===== src/rtl/mem_arbiter_if.sv =====
// Bus bundle between the pipeline (fetch and data ports), the shared
// single-port RAM and the memory arbiter. The arbiter uses the slave
// modport; the pipeline/RAM environment uses the master modport.
interface mem_arbiter_if #(
  parameter int AW = 32,
  parameter int DW = 32
);
  localparam int SW = DW / 8;

  // instruction-fetch port
  logic          if_req_i;
  logic [AW-1:0] if_addr_i;
  logic          if_ack_o;
  logic [DW-1:0] if_rdata_o;

  // data port
  logic          mem_req_i;
  logic          mem_we_i;
  logic [AW-1:0] mem_addr_i;
  logic [DW-1:0] mem_wdata_i;
  logic [SW-1:0] mem_sel_i;
  logic          mem_ack_o;
  logic [DW-1:0] mem_rdata_o;

  logic          flush_i;

  // shared RAM
  logic          ram_ce_o;
  logic          ram_we_o;
  logic [AW-1:0] ram_addr_o;
  logic [SW-1:0] ram_sel_o;
  logic [DW-1:0] ram_wdata_o;
  logic [DW-1:0] ram_rdata_i;

  // stall requests
  logic          stallreq_if_o;
  logic          stallreq_mem_o;

  modport slave (
    input  if_req_i, if_addr_i,
    output if_ack_o, if_rdata_o,
    input  mem_req_i, mem_we_i, mem_addr_i, mem_wdata_i, mem_sel_i,
    output mem_ack_o, mem_rdata_o,
    input  flush_i,
    output ram_ce_o, ram_we_o, ram_addr_o, ram_sel_o, ram_wdata_o,
    input  ram_rdata_i,
    output stallreq_if_o, stallreq_mem_o
  );

  modport master (
    output if_req_i, if_addr_i,
    input  if_ack_o, if_rdata_o,
    output mem_req_i, mem_we_i, mem_addr_i, mem_wdata_i, mem_sel_i,
    input  mem_ack_o, mem_rdata_o,
    output flush_i,
    input  ram_ce_o, ram_we_o, ram_addr_o, ram_sel_o, ram_wdata_o,
    output ram_rdata_i,
    input  stallreq_if_o, stallreq_mem_o
  );
endinterface


===== src/rtl/mem_arbiter.sv =====
// Two-port (fetch / data) arbiter in front of a single-port RAM with
// one-cycle read latency. A request is granted combinationally in IDLE,
// the ack comes out of WAIT one cycle later.
//
// Build option: define ARB_FAIR_EN to alternate grants on a conflict
// between fetch and data; otherwise the data port always wins.
//
// state | meaning
// IDLE  | RAM free; grant an eligible request this cycle
// WAIT  | RAM read/write in flight; ack the recorded grantee
module mem_arbiter #(
  parameter int AW = 32,
  parameter int DW = 32
) (
  input logic         clk,
  input logic         rst,
  mem_arbiter_if.slave bus
);
  localparam int SW = DW / 8;

  typedef enum logic {IDLE, WAIT} state_e;
  typedef enum logic {GNT_IF, GNT_MEM} grant_e;

  state_e state_q, state_d;
  grant_e grant_q, grant_d;

  logic if_elig;
  logic pick_mem;

  logic          ram_ce, ram_we;
  logic [AW-1:0] ram_addr;
  logic [SW-1:0] ram_sel;
  logic [DW-1:0] ram_wdata;
  logic          if_ack, mem_ack;
  logic [DW-1:0] if_rdata, mem_rdata;

  // A flushed fetch is never worth starting.
  assign if_elig = bus.if_req_i & ~bus.flush_i;

`ifdef ARB_FAIR_EN
  // On a conflict, the port that did not win last time gets the RAM.
  assign pick_mem = bus.mem_req_i & (~if_elig | (grant_q == GNT_IF));
`else
  assign pick_mem = bus.mem_req_i;
`endif

  // State and last-grant registers; reset abandons any access in flight.
  always_ff @(posedge clk or negedge rst) begin
    if (!rst) begin
      state_q <= IDLE;
      grant_q <= GNT_IF;
    end else begin
      state_q <= state_d;
      grant_q <= grant_d;
    end
  end

  // Grant decision, RAM drive and ack generation.
  always_comb begin
    state_d   = state_q;
    grant_d   = grant_q;
    ram_ce    = 1'b0;
    ram_we    = 1'b0;
    ram_addr  = '0;
    ram_sel   = '0;
    ram_wdata = '0;
    if_ack    = 1'b0;
    mem_ack   = 1'b0;
    if_rdata  = '0;
    mem_rdata = '0;

    case (state_q)
      IDLE: begin
        if (if_elig || bus.mem_req_i) begin
          state_d = WAIT;
          ram_ce  = 1'b1;
          if (pick_mem) begin
            grant_d   = GNT_MEM;
            ram_we    = bus.mem_we_i;
            ram_addr  = bus.mem_addr_i;
            ram_sel   = bus.mem_sel_i;
            ram_wdata = bus.mem_wdata_i;
          end else begin
            grant_d  = GNT_IF;
            ram_addr = bus.if_addr_i;
            ram_sel  = '1;
          end
        end
      end
      WAIT: begin
        state_d = IDLE;
        if (grant_q == GNT_MEM) begin
          mem_ack   = 1'b1;
          mem_rdata = bus.ram_rdata_i;
        end else if (!bus.flush_i) begin
          if_ack   = 1'b1;
          if_rdata = bus.ram_rdata_i;
        end
      end
      default: state_d = IDLE;
    endcase

    // Outputs are forced quiet the instant reset is asserted, not at the next edge.
    if (!rst) begin
      ram_ce    = 1'b0;
      ram_we    = 1'b0;
      ram_addr  = '0;
      ram_sel   = '0;
      ram_wdata = '0;
      if_ack    = 1'b0;
      mem_ack   = 1'b0;
      if_rdata  = '0;
      mem_rdata = '0;
    end
  end

  assign bus.ram_ce_o    = ram_ce;
  assign bus.ram_we_o    = ram_we;
  assign bus.ram_addr_o  = ram_addr;
  assign bus.ram_sel_o   = ram_sel;
  assign bus.ram_wdata_o = ram_wdata;
  assign bus.if_ack_o    = if_ack;
  assign bus.if_rdata_o  = if_rdata;
  assign bus.mem_ack_o   = mem_ack;
  assign bus.mem_rdata_o = mem_rdata;

  assign bus.stallreq_if_o  = bus.if_req_i & ~if_ack;
  assign bus.stallreq_mem_o = bus.mem_req_i & ~mem_ack;
endmodule


===== src/flat_wrapper.sv =====
// flat-port wrapper written by rule: the top's interface ports become plain ports
module mem_arbiter_flat 
#(
  parameter int AW = 32,
  parameter int DW = 32
)
  (clk, rst, bus_if_req_i, bus_if_addr_i, bus_if_ack_o, bus_if_rdata_o, bus_mem_req_i, bus_mem_we_i, bus_mem_addr_i, bus_mem_wdata_i, bus_mem_sel_i, bus_mem_ack_o, bus_mem_rdata_o, bus_flush_i, bus_ram_ce_o, bus_ram_we_o, bus_ram_addr_o, bus_ram_sel_o, bus_ram_wdata_o, bus_ram_rdata_i, bus_stallreq_if_o, bus_stallreq_mem_o);
  mem_arbiter_if #(.AW(AW), .DW(DW)) bus_i ();
  input logic clk;
  input logic rst;
  input wire logic [$bits(bus_i.if_req_i)-1:0] bus_if_req_i;
  input wire logic [$bits(bus_i.if_addr_i)-1:0] bus_if_addr_i;
  output wire logic [$bits(bus_i.if_ack_o)-1:0] bus_if_ack_o;
  output wire logic [$bits(bus_i.if_rdata_o)-1:0] bus_if_rdata_o;
  input wire logic [$bits(bus_i.mem_req_i)-1:0] bus_mem_req_i;
  input wire logic [$bits(bus_i.mem_we_i)-1:0] bus_mem_we_i;
  input wire logic [$bits(bus_i.mem_addr_i)-1:0] bus_mem_addr_i;
  input wire logic [$bits(bus_i.mem_wdata_i)-1:0] bus_mem_wdata_i;
  input wire logic [$bits(bus_i.mem_sel_i)-1:0] bus_mem_sel_i;
  output wire logic [$bits(bus_i.mem_ack_o)-1:0] bus_mem_ack_o;
  output wire logic [$bits(bus_i.mem_rdata_o)-1:0] bus_mem_rdata_o;
  input wire logic [$bits(bus_i.flush_i)-1:0] bus_flush_i;
  output wire logic [$bits(bus_i.ram_ce_o)-1:0] bus_ram_ce_o;
  output wire logic [$bits(bus_i.ram_we_o)-1:0] bus_ram_we_o;
  output wire logic [$bits(bus_i.ram_addr_o)-1:0] bus_ram_addr_o;
  output wire logic [$bits(bus_i.ram_sel_o)-1:0] bus_ram_sel_o;
  output wire logic [$bits(bus_i.ram_wdata_o)-1:0] bus_ram_wdata_o;
  input wire logic [$bits(bus_i.ram_rdata_i)-1:0] bus_ram_rdata_i;
  output wire logic [$bits(bus_i.stallreq_if_o)-1:0] bus_stallreq_if_o;
  output wire logic [$bits(bus_i.stallreq_mem_o)-1:0] bus_stallreq_mem_o;
  assign bus_i.if_req_i = bus_if_req_i;
  assign bus_i.if_addr_i = bus_if_addr_i;
  assign bus_if_ack_o = bus_i.if_ack_o;
  assign bus_if_rdata_o = bus_i.if_rdata_o;
  assign bus_i.mem_req_i = bus_mem_req_i;
  assign bus_i.mem_we_i = bus_mem_we_i;
  assign bus_i.mem_addr_i = bus_mem_addr_i;
  assign bus_i.mem_wdata_i = bus_mem_wdata_i;
  assign bus_i.mem_sel_i = bus_mem_sel_i;
  assign bus_mem_ack_o = bus_i.mem_ack_o;
  assign bus_mem_rdata_o = bus_i.mem_rdata_o;
  assign bus_i.flush_i = bus_flush_i;
  assign bus_ram_ce_o = bus_i.ram_ce_o;
  assign bus_ram_we_o = bus_i.ram_we_o;
  assign bus_ram_addr_o = bus_i.ram_addr_o;
  assign bus_ram_sel_o = bus_i.ram_sel_o;
  assign bus_ram_wdata_o = bus_i.ram_wdata_o;
  assign bus_i.ram_rdata_i = bus_ram_rdata_i;
  assign bus_stallreq_if_o = bus_i.stallreq_if_o;
  assign bus_stallreq_mem_o = bus_i.stallreq_mem_o;
  mem_arbiter #(.AW(AW), .DW(DW)) u_core (.clk(clk), .rst(rst), .bus(bus_i));
endmodule

===== config.mk =====
export PLATFORM = sky130hd
export DESIGN_NAME = mem_arbiter_flat
export DESIGN_NICKNAME = d
export VERILOG_FILES = /design/src/rtl/mem_arbiter_if.sv /design/src/rtl/mem_arbiter.sv /design/src/flat_wrapper.sv
export SDC_FILE = /design/constraint.sdc
export NUM_CORES = 1
export LEC_CHECK = 0
export ABC_CLOCK_PERIOD_IN_PS = 2800
export BUFFER_PORTS_ARGS = -buffer_cell sky130_fd_sc_hd__clkbuf_2
export CORE_AREA = 2 2 109 111
export CTS_CLUSTER_DIAMETER = 150
export CTS_CLUSTER_SIZE = 28
export DETAILED_ROUTE_END_ITERATION = 10
export DIE_AREA = 0 0 111 113
export HOLD_SLACK_MARGIN = 0.1
export SYNTH_ARGS = -nofsm -noshare
export SYNTH_HDL_FRONTEND = slang
export SYNTH_SLANG_ARGS = --single-unit

===== constraint.sdc =====
create_clock -name clk -period 2.8 [get_ports clk]
set_input_delay 0.56 -clock clk [delete_from_list [all_inputs] [get_ports clk]]
set_output_delay 0.56 -clock clk [all_outputs]
set_load 0.02 [all_outputs]

Yosys cells after proc, flatten, opt, wreduce, memory -nomap -nowiden --
Cells that the tools add are included.
Word-level totals: register bits 2, bits of input ports 138, output and inout bits 138
Operators by class: mux-type cells 35, bitwise operators 7, reductions and logical operators 2
Operator list (number):
- 32-bit two-way mux | 15
- 4-bit two-way mux | 4
- 1-bit two-way mux | 15
- 1-bit inverter | 4
- 1-bit AND | 3
- 1-bit one-hot mux with 2 select lines | 1
- 2-bit AND reduction | 1
- 1-bit logical OR | 1

Longest topological paths before layout --
Gate-level depths: netlist (run 1).
word-level depth 6, mapped depth 4, mapped depth without buffers 2

Worst setup path before layout (run 1) --
OpenSTA, ideal clock, no wires.
path type input port to output port, from input bus_flush_i, to output bus_ram_addr_o[17], arrival time 1.538 ns, setup slack 0.702 ns, stages on the path 4, path buffers 2, cell sequence nand2b_4 > buf_6 > buf_6 > a211oi_1
On the way: cells in the longest elaborated chain, start to end 6
Ends and longest elaborated chain:
- start: declaration | line flat_wrapper.sv:22 | input wire logic [$bits(bus_i.flush_i)-1:0] bus_flush_i;
- 1-bit inverter | line mem_arbiter.sv:38 | assign if_elig = bus.if_req_i & ~bus.flush_i;
- 1-bit AND | line mem_arbiter.sv:38
- 1-bit logical OR | line mem_arbiter.sv:74 | if (if_elig || bus.mem_req_i) begin
- 32-bit two-way mux | line mem_arbiter.sv:74
- 32-bit two-way mux | line mem_arbiter.sv:72 | case (state_q)
- 32-bit two-way mux | line mem_arbiter.sv:104 | if (!rst) begin
- end: declaration | line flat_wrapper.sv:25 | output wire logic [$bits(bus_i.ram_addr_o)-1:0] bus_ram_addr_o;
No other way between the ends.

Worst setup path after layout (run 1) --
from register u_core.state_q, to output bus_ram_addr_o[25]
On the way: cells in the longest elaborated chain, start to end 2
Ends and longest elaborated chain:
- start: declaration | line mem_arbiter.sv:24 | state_e state_q, state_d;
- start signal: assignment | line mem_arbiter.sv:53 | state_q <= state_d;
- 32-bit two-way mux | line mem_arbiter.sv:72
- 32-bit two-way mux | line mem_arbiter.sv:104
No other way between the ends.

==> results by group, run 1 <==
Outcome
  – Status: completed

Clock network
  – Worst-skew pair later-pin latency: between 0.2 and 0.25 ns
  – Library cell used as clock root buffer: clkbuf_16
  – Number of buffers created by CTS: 3
  – Buffer depth of the longest clock path: 2
  – CTS H-tree lvls: 1
  – Post-CTS clock slew at the launch and capture registers of the worst setup and hold paths: roughly 0.030 ns
  – Sinks on Clock Net: 2
  – Post CTS Setup Buffer Count: 0
  – Post-CTS resize count: 0
  – Hold-fix buffers at CTS: 0
  – Clock tree from TritonCTS: done

Route
  – Detail-routed net length per standard cell: roughly 12 µm
  – Total number of vias: about 2400
  – Iter 0 DRT Violations: 49
  – Router iterations before antenna repair: 4
  – Number of DRC violations after detailed routing: 0
  – Average via count per standard cell: roughly 4
  – Final wirelength: 7.159 mm
  – ANT nets after route: 0

Setup path
  – Maximum fanout along the worst path: 29
  – Endpoint class of the critical path: output port
  – Sequence of cells on the critical path: nand2b_2 > buf_4 > a211oi_2 > clkbuf_2
  – Arrival time at the worst endpoint: between 1.5 and 2 ns
  – Crit-path slowest cell: nand2b_2
  – Biggest cell delay along the critical path: approximately 0.5 ns
  – Critical path required time: 2.24 ns
  – Critical Setup Path Class: reg -> out
  – Kind of launch point of the worst setup path: flop

Final layout
  – # fillers: roughly 1300
  – Most frequent cells in the layout: clkbuf_2, and2_1, mux2i_1
  – Area growth from synthesis to layout: 87.50%
  – Most frequent standard cell in the layout excluding fill and tap cells: clkbuf_2
  – Final antenna diode count: 0
  – Fraction of layout cells with a size suffix above 1: 0.6496
  – Final net count: between 600 and 700

GRT
  – Global-route total usage across every layer: 0.09939
  – Wire length of the first global-routing pass: around 11 mm
  – Number of antenna violations at the first check in global routing: 0
  – Remaining global-route overflow: 0
  – Largest net degree at the start of global routing: 39
  – Via count of the first global-routing pass: ~2100

Logic synthesis
  – Cell taking the most area after synthesis: and2_1
  – Most area-consuming cells after synthesis: and2_1, mux2i_1, a211oi_2
  – Fraction of post-synthesis cell area in the top cell type by area: 0.3609
  – Number of nets in the synthesized netlist: 348
  – Share of synthesized registers carrying an async set or reset: 1.000
  – Post-synth EDFFs: 0
  – Seq/Total Area, Yosys: 0.02976
  – Syn Inst Count: 210
  – Warnings from Yosys: 0
  – Synthesized cell area: 1682 µm²
  – Distinct cell type count of the synthesized netlist: 23
  – Synth Area per Inst: around 8 µm²
  – Number of register bits inferred by synthesis: 2
  – Most used flip-flop cell after synthesis: dfrtp_1

Floorplanning
  – Site row count: 39
  – Vertical die dimension: 113 µm
  – Area of the die: between 10000 and 15000 µm²
  – Starting density of the core: 0.1492
  – X dimension of the die: 111 µm
  – I/O pins: between 200 and 300
  – Std-Cell Core Area: 11270 µm²

Power and ir drop
  – Power per cell area: 226.5 nW/µm²
  – Static leakage power: around 1.9 nW
  – Design Power: about 0.00071 W
  – Peak supply drop: between 0.1 and 0.15 mV

Placed design
  – Placer congestion estimate: between 0.7 and 0.8
  – Number of port buffers: between 200 and 300
  – Detail Placement HPWL: about 6.0 mm

Flow run
  – Max-cap check violation count: 0

STA
  – Slew Limit Headroom: 0.5540
  – Slew Viols, Final: 0
  – Setup violations, final: 0
  – Slew at the pin closest to its max-slew limit: around 0.67 ns
  – Post-route fraction of the period consumed by the critical path: 0.8618
  – Setup clock skew after layout: about 0.00084 ns
  – Setup repair after global routing missed its margin: no
  – Total negative setup slack: 0 ns
  – Top achievable clock speed: approximately 410 MHz
  – Final Hold Vio Count: 0
  – Final critical path time including I/O delays and setup: between 2 and 2.5 ns

Worst hold path
  – Type of the most critical hold path: in -> async
==> stage by stage <==
stage               worst slack (ns)  hold slack (ns)  instance area [µm²]  utilization  cells
floorplan                     0.7018           0.2644                 1682            -    210
global placement              0.4429           0.3818                 3078       0.2731    608
detailed placement            0.4480           0.3813                 3078       0.2731    608
CTS                           0.3627           0.1515                 3153       0.2797    611
global route                  0.2602           0.1583                 3153       0.2797    611
finish                        0.3869           0.1512                 3153       0.2797    611
==> worst max-delay path: cells and delay by family, from the launching register on <==
kind | cells | cell delay [ns]
AO/OA/AOI/OAI | 1 | 0.14
buffers and inverters | 2 | 0.53
flip-flops | 1 | 0.44
AND/OR/NAND/NOR | 1 | 0.51
==> path summary, 6_finish.rpt <==
| check | endpoint | start | slack, ns | cells after the start |
|---|---|---|---|---|
| min | u_core.grant_q | rst | 0.15 | 1 |
| max in group asynchronous | u_core.state_q | rst | 2.51 | 1 |
| min reg2reg | u_core.grant_q | u_core.grant_q | 0.52 | 2 |
| max | bus_ram_addr_o[25] | u_core.state_q | 0.39 | 4 |
| min in group clk | u_core.grant_q | u_core.grant_q | 0.52 | 2 |
| max reg2reg | u_core.grant_q | u_core.state_q | 1.94 | 2 |
==> power by group <==
part           switching [W]  internal, W  leakage (nW)  total [W]
sequential        0.00000397    0.0000327        0.0225  0.0000367
clock              0.0000350     0.000182        0.0370   0.000217
combinational       0.000264     0.000197          1.81   0.000460
total               0.000303     0.000411          1.87   0.000714
==> synthesized netlist by cell type, types with 2 or more instances <==
library cell  number
and2_1            97
mux2i_1           32
a211oi_1          19
a211oi_2          17
buf_6              8
buf_4              5
clkbuf_2           5
nor2b_1            5
buf_2              4
a21oi_1            2
buf_12             2
dfrtp_1            2
inv_1              2
==> routing by layer <==
metal	global-route usage	vias to the layer above	share of wire	wire length (µm)
met5	0	-	0	0
met4	0.02750	0	0.0095	68
met3	0.01553	6	0.072	516
met2	0.1787	116	0.52	3728
met1	0.1234	1059	0.40	2847
li1	-	1236	-	-
==> state kept, by name, summed over array words and instances, names as in the netlist <==
| signal | count |
|---|---|
| u_core.grant_q | 1 |
| u_core.state_q | 1 |
==> final cells by class <==
cell class	count	area (µm²)	share of cell area
Timing Repair Buffer	281	1446	0.4587
Multi-Input combinational cell	180	1395	0.4425
Tap cell	143	178.9	0.05675
Clock buffer	3	75.07	0.02381
Sequential cell	2	50.05	0.01587
Inverter	2	7.507	0.002381
==> kinds of logic (layout without fill, tap and decap cells) <==
group,after synthesis,in the layout,synth area share
AO/OA/AOI/OAI,39,39,0.2210
multiplexers,32,32,0.1905
buffers and inverters,28,286,0.1421
flip-flops,2,2,0.02976
AND/OR/NAND/NOR,109,109,0.4167
No activity file was read; power rests on OpenSTA's default activity.
==> inputs of run 2 (changes only) <==
--- a/config.mk
+++ b/config.mk
@@ -13,6 +13,7 @@
 export DETAILED_ROUTE_END_ITERATION = 10
 export DIE_AREA = 0 0 111 113
 export HOLD_SLACK_MARGIN = 0.1
+export SETUP_SLACK_MARGIN = 0.4
 export SYNTH_ARGS = -nofsm -noshare
 export SYNTH_HDL_FRONTEND = slang
 export SYNTH_SLANG_ARGS = --single-unit
==> run 2 against run 1 <==
Effect of this change: cell area increased by 0.28%; register-to-register slack about the same; global-route usage unchanged; clock-buffer cell count unchanged.
==> results by group, run 2 (synthesis results as in run 1) <==
Clock network
  – CTS H-tree lvls: 1 (unchanged)
  – Hold-fix buffers at CTS: 0 (unchanged)
  – Buffer depth of the longest clock path: 2 (unchanged)
  – Post-CTS clock slew at the launch and capture registers of the worst setup and hold paths: 0.03 ns (about the same)
  – Sinks on Clock Net: 2 (unchanged)
  – Clock tree from TritonCTS: done
  – Number of buffers created by CTS: 3 (unchanged)
  – Worst-skew pair later-pin latency: 0.22 ns (about the same)
  – Library cell used as clock root buffer: clkbuf_16

Floorplanning
  – Site row count: 39 (unchanged)
  – Area of the die: 12540 µm² (unchanged)
  – Vertical die dimension: 113 µm (unchanged)
  – X dimension of the die: 111 µm (unchanged)
  – I/O pins: 276 (unchanged)
  – Starting density of the core: 0.1492 (unchanged)
  – Std-Cell Core Area: 11270 µm² (unchanged)

STA
  – Worst Slack Setup Final: 0.5810 ns (+0.1941 ns)
  – Setup repair after global routing missed its margin: no
  – Top achievable clock speed: 450.6 MHz (+8.7%)
  – Slew at the pin closest to its max-slew limit: 0.5380 ns (-0.1310 ns)
  – Slew Limit Headroom: 0.6413 (+0.08736)
  – Setup violations, final: 0 (unchanged)
  – Final critical path time including I/O delays and setup: 2.219 ns (-0.1941 ns)
  – Final Hold Vio Count: 0 (unchanged)
  – Setup clock skew after layout: 0.0008503 ns (+0.000009645 ns)
  – Total negative setup slack: 0 ns (unchanged)
  – Slew Viols, Final: 0 (unchanged)
  – Post-route fraction of the period consumed by the critical path: 0.7925 (-0.06931)

GRT
  – Met1 track demand over resource in global routing: 0.1234 (unchanged)
  – Met3 routing resource usage after global routing: 0.01553 (unchanged)
  – Global Route met2 Usage: 0.1787 (unchanged)
  – Wire length of the first global-routing pass: 10.52 mm (unchanged)
  – Remaining global-route overflow: 0 (unchanged)
  – Number of antenna violations at the first check in global routing: 0 (unchanged)
  – Largest net degree at the start of global routing: 39 (unchanged)
  – Via count of the first global-routing pass: 2111 (unchanged)
  – Global-route total usage across every layer: 0.09939 (unchanged)
  – GRT Max-Usage Layer: met2

Power and ir drop
  – Internal power component: 0.0004127 W (+0.38%)
  – Peak supply drop: 0.1324 mV (-0.29%)
  – Switching Share: 0.4238 (about the same)
  – Logic gate share of total power: 0.646 (about the same)
  – Share of power burned in the clock network: 0.302 (-0.002)
  – Design Power: 0.0007163 W (+0.31%)
  – Static leakage power: 1.879 nW (+0.29%)
  – Total net switching power: 0.0003036 W (+0.22%)
  – Power per cell area: 226.6 nW/µm² (about the same)
  – Sequential group share of total power: 0.051 (about the same)

Route
  – Number of DRC violations after detailed routing: 0 (unchanged)
  – Average via count per standard cell: 3.956 (unchanged)
  – Final wirelength: 7.161 mm (about the same)
  – ANT nets after route: 0 (unchanged)
  – Router iterations before antenna repair: 4 (unchanged)
  – Detail-routed net length per standard cell: 11.72 µm (about the same)
  – Total number of vias: 2417 (unchanged)
  – Iter 0 DRT Violations: 48 (-2.0%)

Final layout
  – Registers with the most flip-flops: u_core.grant_q: 1 flops, u_core.state_q: 1 flops
  – Utilization of the core after routing: 0.2805 (+0.0007770)
  – Area growth from synthesis to layout: 88.02%
  – Most frequent standard cell in the layout excluding fill and tap cells: clkbuf_2
  – Fraction of layout cells with a size suffix above 1: 0.6496 (unchanged)
  – Final antenna diode count: 0 (unchanged)
  – Final net count: 608 (unchanged)
  – Most frequent cells in the layout: clkbuf_2, and2_1, mux2i_1

Setup path
  – Maximum fanout along the worst path: 37 (+28%)
  – Top cell family by delay on the critical path: buffers and inverters
  – Sequence of cells on the critical path: clkbuf_2 > buf_12 > and3b_1 > buf_6 > and2_1 > clkbuf_2
  – Buf/Inv on CP: 4 (+2)
  – Arrival time at the worst endpoint: 1.66 ns (-0.19 ns)
  – Kind of launch point of the worst setup path: input pin
  – Endpoint class of the critical path: output port
  – Biggest cell delay along the critical path: 0.24 ns (-0.27 ns)
  – Crit-path slowest cell: buf_12
  – Most repeated library cell on the critical path: clkbuf_2
  – Critical Setup Path Class: in -> out
  – Critical path required time: 2.24 ns (about the same)

Placed design
  – Detail Placement HPWL: 6.035 mm (unchanged)
  – Number of port buffers: 275 (unchanged)
  – Pre-CTS worst setup slack: 0.4480 ns (unchanged)
  – Placer congestion estimate: 0.7441 (unchanged)

Flow run
  – Max-cap check violation count: 0 (unchanged)

Worst hold path
  – Type of the most critical hold path: in -> async

Outcome
  – Status: completed
## run 2: changes by cell type in the layout (fill, tap and decap cells not counted)
cell / delta
buf_6: +1
nand2b_4: +1
buf_4: -1
nand2b_2: -1
## run 2: per-stage QoR
stage / instances / area (µm²) / hold WS, ns
global placement: 608 / 3078 / 0.3818
global route: 611 / 3162 / 0.1681
detailed placement: 608 / 3078 / 0.3813
finish: 611 / 3162 / 0.1616
floorplan: 210 / 1682 / 0.2644
CTS: 611 / 3158 / 0.1619
## run 2: layer usage
layer	vias to the layer above	wire length (µm)
met5	-	0
met4	0	68
met3	6	487
met2	114	3717
met1	1060	2887
li1	1237	-
## run 2: final timing paths
path,start,endpoint,slack (ns),cells after the start
setup / recovery,bus_mem_req_i,bus_ram_wdata_o[15],0.58,6
hold / removal,rst,u_core.grant_q,0.16,1
setup reg to reg,u_core.state_q,u_core.grant_q,1.93,2
hold reg to reg,u_core.grant_q,u_core.grant_q,0.52,2
max in group asynchronous,rst,u_core.state_q,2.49,1
min in group clk,u_core.grant_q,u_core.grant_q,0.52,2
## run 2: power by group through the flow
stage / registers, W / logic, W / clock network [W]
3_3_place_gp: 0.0000370 / 0.000465 / 0
5_1_grt: 0.0000376 / 0.000501 / 0.000226
2_1_floorplan: 0.0000356 / 0.000289 / 0
3_5_place_dp: 0.0000370 / 0.000465 / 0
6_report: 0.0000368 / 0.000463 / 0.000217
4_1_cts: 0.0000368 / 0.000468 / 0.000220
## run 2: cell type report
type	count	area, µm²
Fill cell	1263	8110
Timing Repair Buffer	281	1450
Multi-Input combinational cell	180	1400
Tap cell	143	178.9
Clock buffer	3	75.07
Sequential cell	2	50.05
Inverter	2	7.507
## run 2: timing repair
| item | in CTS | in global routing |
|---|---|---|
| pin swaps | 0 | 0 |
| endpoints found under the hold margin | 0 | 0 |
| setup endpoints to repair | 10 | 1 |
| buffers inserted | 0 | 0 |
| gates resized for setup | 1 | 1 |
